**config.mk**
```make
export PLATFORM = sky130hd
export DESIGN_NAME = sdram_arbiter
export DESIGN_NICKNAME = d
export VERILOG_FILES = /design/src/rtl/sdram_arbiter.sv
export SDC_FILE = /design/constraint.sdc
export NUM_CORES = 1
export LEC_CHECK = 0
export BUFFER_PORTS_ARGS = -buffer_cell sky130_fd_sc_hd__buf_4
export CAP_MARGIN = 30
export CORE_ASPECT_RATIO = 1.2
export CORE_MARGIN = 1.5
export CORE_UTILIZATION = 36
export DETAILED_ROUTE_END_ITERATION = 10
export MAX_ROUTING_LAYER = met4
export PLACE_DENSITY_LB_ADDON = 0.08
export SETUP_SLACK_MARGIN = 0.5
export SLEW_MARGIN = 25
export SYNTH_ARGS = -nofsm -noshare
export SYNTH_HDL_FRONTEND = slang
export SYNTH_SLANG_ARGS = --single-unit
```
**constraint.sdc**
```tcl
create_clock -name sclk -period 2 [get_ports sclk]
set_clock_uncertainty 0.1 [all_clocks]
set_input_delay 0.4 -clock sclk [delete_from_list [all_inputs] [get_ports sclk]]
set_output_delay 0.4 -clock sclk [all_outputs]
set_load 0.005 [all_outputs]
```
**src/rtl/sdram_arbiter.sv**
```systemverilog
// SDRAM command scheduler: grants the shared command/address/DQ bus to init, refresh,
// write or read with a per-grant watchdog. Define SDRAM_ARB_RR_EN for round-robin write/read ties.
module sdram_arbiter #(
  parameter int TIMEOUT = 1023,
  parameter int CNT_W   = 10
) (
  input  logic        sclk,
  input  logic        s_rst_n,
  input  logic        flag_init_end,
  input  logic        ref_req,
  input  logic        wr_req,
  input  logic        rd_req,
  input  logic        flag_ref_end,
  input  logic        flag_wr_end,
  input  logic        flag_rd_end,
  input  logic [3:0]  init_cmd,
  input  logic [3:0]  ref_cmd,
  input  logic [3:0]  wr_cmd,
  input  logic [3:0]  rd_cmd,
  input  logic [12:0] init_addr,
  input  logic [12:0] ref_addr,
  input  logic [12:0] wr_addr,
  input  logic [12:0] rd_addr,
  input  logic [1:0]  wr_bank,
  input  logic [1:0]  rd_bank,
  output logic        ref_en,
  output logic        wr_en,
  output logic        rd_en,
  output logic [4:0]  state,
  output logic [3:0]  sd_cmd,
  output logic [12:0] sd_addr,
  output logic [1:0]  sd_bank,
  output logic        dq_oe,
  output logic        err_timeout,
  output logic        busy
);

  typedef enum logic [4:0] {
    IDLE  = 5'b00001,
    ARBIT = 5'b00010,
    AREF  = 5'b00100,
    WRITE = 5'b01000,
    READ  = 5'b10000
  } state_e;

  localparam logic [CNT_W-1:0] TO_VAL = CNT_W'(TIMEOUT);
  localparam logic [3:0]       NOP    = 4'b0111;

  state_e           state_q;
  logic [CNT_W-1:0] cnt_q;
  logic             wr_win;
  logic             rd_win;
  logic             owner_end;

`ifdef SDRAM_ARB_RR_EN
  // 1 = last data grant was a write; reset value points at read so the first tie goes to write.
  logic last_wr_q;

  always_comb begin
    wr_win = wr_req & (~rd_req | ~last_wr_q);
    rd_win = rd_req & ~wr_win;
  end
`else
  always_comb begin
    wr_win = wr_req;
    rd_win = rd_req & ~wr_req;
  end
`endif

  always_comb begin
    owner_end = ((state_q == AREF)  & flag_ref_end) |
                ((state_q == WRITE) & flag_wr_end)  |
                ((state_q == READ)  & flag_rd_end);
  end

  always_ff @(posedge sclk or negedge s_rst_n) begin
    if (!s_rst_n) begin
      state_q     <= IDLE;
      cnt_q       <= '0;
      ref_en      <= 1'b0;
      wr_en       <= 1'b0;
      rd_en       <= 1'b0;
      err_timeout <= 1'b0;
`ifdef SDRAM_ARB_RR_EN
      last_wr_q   <= 1'b0;
`endif
    end else begin
      ref_en      <= 1'b0;
      wr_en       <= 1'b0;
      rd_en       <= 1'b0;
      err_timeout <= 1'b0;
      case (state_q)
        IDLE: begin
          if (flag_init_end) state_q <= ARBIT;
        end
        ARBIT: begin
          cnt_q <= '0;
          if (ref_req) begin
            state_q <= AREF;
            ref_en  <= 1'b1;
          end else if (wr_win) begin
            state_q <= WRITE;
            wr_en   <= 1'b1;
`ifdef SDRAM_ARB_RR_EN
            last_wr_q <= 1'b1;
`endif
          end else if (rd_win) begin
            state_q <= READ;
            rd_en   <= 1'b1;
`ifdef SDRAM_ARB_RR_EN
            last_wr_q <= 1'b0;
`endif
          end
        end
        AREF, WRITE, READ: begin
          // A real end flag beats a simultaneous watchdog expiry.
          if (owner_end) begin
            state_q <= ARBIT;
          end else if (cnt_q == TO_VAL) begin
            state_q     <= ARBIT;
            err_timeout <= 1'b1;
          end else begin
            cnt_q <= cnt_q + CNT_W'(1);
          end
        end
        default: state_q <= IDLE;
      endcase
    end
  end

  // Pin decode depends on registered state only, so request edges never glitch the bus.
  always_comb begin
    sd_cmd  = NOP;
    sd_addr = '0;
    case (state_q)
      IDLE:  begin sd_cmd = init_cmd; sd_addr = init_addr; end
      AREF:  begin sd_cmd = ref_cmd;  sd_addr = ref_addr;  end
      WRITE: begin sd_cmd = wr_cmd;   sd_addr = wr_addr;   end
      READ:  begin sd_cmd = rd_cmd;   sd_addr = rd_addr;   end
      default: begin sd_cmd = NOP; sd_addr = '0; end
    endcase
  end

  assign state   = state_q;
  assign sd_bank = (state_q == WRITE) ? wr_bank : rd_bank;
  assign dq_oe   = (state_q == WRITE);
  assign busy    = (state_q == AREF) | (state_q == WRITE) | (state_q == READ);

endmodule

```
==> flow_summary.toml <==
[synthesis]
postSynthCellCount = 166
synth_area_leaders = "sky130_fd_sc_hd__dfrtp_1 31%, sky130_fd_sc_hd__a22oi_1 15%, sky130_fd_sc_hd__nand2_1 6.3%"
synth_cell_type_count = 49
synth_edf_count = 0
postSynthAreaPerCell_um2 = 8.66
syn-cell-area_mm2 = 0.00144
post_synthesis_compound_gate_area_fraction_pct = 31.2
postSynthNetCount = 248
post_synth_mux_area_share_pct = 2.96
synth_top_family_by_area = "compound AO/OA/AOI/OAI gates"
synth.ff_latch_count = 19
synthFlopType = "sky130_fd_sc_hd__dfrtp_1"
ys_seq_area_share_pct = 33.2
synth_top_area_share_pct = 31.3
netlist.top_cell.by_area = "sky130_fd_sc_hd__dfrtp_1"
synth_adder_area_share_pct = 0.870
yosys.area_share.xor_xnor_pct = 0.609
synth_simple_gate_area_share_pct = 25.2
yosys_warning_total = 0
synth_async_sr_flop_share_pct = 100

[die]
initial_utilization_pct = 37.1
dieArea_mm2 = 0.00438
io-pin-count = 111
core_mm2 = 0.00388
floorplan.rows = 25
fp.dieH_um = 72.2
dieWidth_um = 60.7

[run_status]
violations_in_the_final_reports = "setup timing"
status = "finished, violations left"

[global_route]
grt_max_degree = 20
globalRouteOverflowTotal = 0
first_global_vias = 1805
antenna_found_initial = 0
global_route_wire_length_before_repair_um = 8340
grtUsageTotal_pct = 25.3

[sta]
setup_ws_ns = -0.359
hold_viol_final = 0
fmax_mhz = 424
setup-violations-final = 33
timing.hold.ws_ns = 0.231
count_of_final_max_slew_check_failures = 0
setup_repair_after_global_routing_missed_its_margin = "yes"
final_min_period_over_clock_period_pct = 118
worst_slew_margin_rel_pct = 70.4
fin_crit_ns = 2.36
worst-slew-pin-transition_ns = 0.441

[clocking]
path_clk_slew_ns = 0.07
clock_latency_ns = 0.26
cts_num_sinks = 19
tritoncts.num_buffers = 3
tritoncts = "built"
clock_path_buffers = 2
clk_root_buffer_cell = "sky130_fd_sc_hd__clkbuf_8"
cts-htree-levels = 1

[layout]
layout_commonest_cell = "sky130_fd_sc_hd__buf_4"
n_fill_cell = 289
n_antenna_cell = 0
commonest_cells_after_routing_fill_and_taps_aside = "126 x sky130_fd_sc_hd__buf_4, 24 x sky130_fd_sc_hd__buf_6, 23 x sky130_fd_sc_hd__nand2_1"
flow.area_growth_from_synthesis_pct = 110
area.sequential_um2 = 480
final_core_utilization_pct = 77.7
fraction_of_final_layout_cells_with_drive_strength_greater_than_1_pct = 70.0
multi_input_area_mm2 = 0.00112
layout.nets = 396
final-instance-count-excl-fill = 367

[placement]
port-buffer-count = 110
dp_hpwl_um = 4280
finalWeightedCongestion = 0.787
number_of_instances_in_the_placed_design = 340

[routing]
detail_route.drc_violations = 0
drt-pass1-iter-count = 4
wirelength_um = 6360
detail_route.vias_per_cell = 5.43
detailroute.via_count = 1991
ant_nets = 0
drt_iter0_drc = 70
routed_wire_length_per_instance_um = 17.3

[power_and_ir_drop]
total_switching_power_uw = 867
p_sw_share_pct = 36.7
comb_power_share_pct = 66.6
static-leakage-power_nw = 1.46
power-per-cell-area_mw_per_mm2 = 784
power_report.internal_total_mw = 1.50
clkPwrFrac_pct = 11.7
power.ir.vdd_worst_mv = 0.692
sequentialPowerShare_pct = 21.6

[worst_setup_path]
required_time_of_the_critical_path_ns = 1.50
cpPeakStageDelay_ns = 0.41
worstPathCellList = "or3_4 -> nor3b_2 -> buf_4 -> mux2_4 -> buf_6"
critPathArrivalTime_ns = 1.86
crit_path_top_delay_cell = "sky130_fd_sc_hd__or3_4"
crit_path_max_fanout = 4
setup.worst_path.class = "register to primary output"
critical-path-top-delay-family = "simple AND/OR/NAND/NOR gates"
worst_setup_path_end_kind = "primary output"
startpoint_type_of_the_worst_setup_path = "register"
critical_path.n_buffers_inverters = 2

[run]
cap_violations = 0

[min_path]
min-delay-path-class = "input pin to register"
==> cell usage after synthesis, types with 2 or more instances <==
cell type,n
sky130_fd_sc_hd__nand2_1,24
sky130_fd_sc_hd__clkbuf_1,4
sky130_fd_sc_hd__o21ai_0,8
sky130_fd_sc_hd__a21oi_1,4
sky130_fd_sc_hd__or3b_1,2
sky130_fd_sc_hd__mux2_2,2
sky130_fd_sc_hd__a22oi_1,28
sky130_fd_sc_hd__buf_2,3
sky130_fd_sc_hd__nor3b_1,3
sky130_fd_sc_hd__o211ai_1,2
sky130_fd_sc_hd__a31oi_1,3
sky130_fd_sc_hd__o31ai_1,3
sky130_fd_sc_hd__nand3_1,5
sky130_fd_sc_hd__dfrtp_1,18
sky130_fd_sc_hd__buf_4,2
sky130_fd_sc_hd__nand4_1,2
sky130_fd_sc_hd__and2_1,3
sky130_fd_sc_hd__buf_6,2
sky130_fd_sc_hd__and3_1,4
sky130_fd_sc_hd__nand3b_1,2
sky130_fd_sc_hd__mux2i_1,2
sky130_fd_sc_hd__a222oi_1,3
sky130_fd_sc_hd__and3b_1,2
sky130_fd_sc_hd__or3_1,2
sky130_fd_sc_hd__nor3_1,4
sky130_fd_sc_hd__nor2_1,6
==> worst paths after layout <==
kind                            startpoint    endpoint  slack [ns]  depth (start not counted)
worst max register to register    state[2]    cnt_q[4]       -0.18                          9
worst max-delay path              state[1]  sd_bank[1]       -0.36                          5
max in group asynchronous          s_rst_n    state[0]        1.09                          2
worst min-delay path               ref_req       wr_en        0.23                          2
min in group asynchronous          s_rst_n      ref_en        0.44                          2
worst min register to register    cnt_q[7]    cnt_q[7]        0.40                          1
==> registers in the layout, summed over array words and instances (netlist names) <==
signal,flops
cnt_q,10
err_timeout,1
rd_en,1
ref_en,1
state,5
wr_en,1
==> repair_timing <==
item	in CTS	in global routing
pin swaps	15	10
setup endpoints to repair	43	43
hold endpoints to repair	18	0
gates resized for setup	39	23
hold buffers	1	0
setup buffers	13	9
==> worst register-to-register path, cell delays in order, from the launching register on <==
cell                      delay [ns]
sky130_fd_sc_hd__dfrtp_2        0.42
sky130_fd_sc_hd__buf_6          0.13
sky130_fd_sc_hd__buf_6          0.11
sky130_fd_sc_hd__buf_6          0.11
sky130_fd_sc_hd__or3b_1         0.35
sky130_fd_sc_hd__a21oi_2        0.20
sky130_fd_sc_hd__buf_4          0.17
sky130_fd_sc_hd__o21ai_4        0.09
sky130_fd_sc_hd__or3_1          0.31
sky130_fd_sc_hd__a21oi_1        0.13
==> logic make-up (layout without fill, tap and decap cells) <==
| family | after synthesis | in the layout |
|---|---|---|
| fa+ha+maj | 1 | 1 |
| flops | 19 | 19 |
| xor+xnor | 1 | 1 |
| mux | 4 | 4 |
| buf+inv | 13 | 160 |
| compound gates | 61 | 61 |
| simple gates | 67 | 67 |
==> layer usage <==
layer | routed length [um] | GRT usage [%] | vias to the layer above
li1 | - | - | 938
met1 | 2350 | 28.0 | 974
met2 | 3400 | 44.3 | 68
met3 | 497 | 6.60 | 11
met4 | 115 | 6.76 | 0
met5 | 0 | - | -
==> stage by stage <==
| step | area, um^2 | power, mW | setup TNS (ns) | setup WS (ns) |
|---|---|---|---|---|
| after global placement | 2560 | 1.77 | -0.176 | -0.0316 |
| final | 3020 | 2.36 | -7.11 | -0.359 |
| after CTS | 2860 | 2.22 | -5.88 | -0.333 |
| after detailed placement | 2560 | 1.80 | -0.539 | -0.0652 |
| after floorplan | 1590 | 1.13 | -0.00821 | -0.00410 |
| after global routing | 3020 | 2.48 | -9.34 | -0.422 |
==> power groups by stage <==
stage	clock, mW	sequential (mW)	combinational [mW]
floorplan	0	0.513	0.616
global placement	0	0.506	1.26
finish	0.277	0.511	1.57
detailed placement	0	0.513	1.28
global route	0.290	0.516	1.68
CTS	0.274	0.508	1.43
==> cell type report <==
cell class / instances / share of cell area [%]
flip-flops and latches: 19 / 15.9
repair buffers: 155 / 43.2
clock inverters: 1 / 0.166
well taps: 54 / 2.24
inverters: 1 / 0.124
multi-input cells: 134 / 37.0
clock buffers: 3 / 1.37
(Power assumes the default switching activity.)
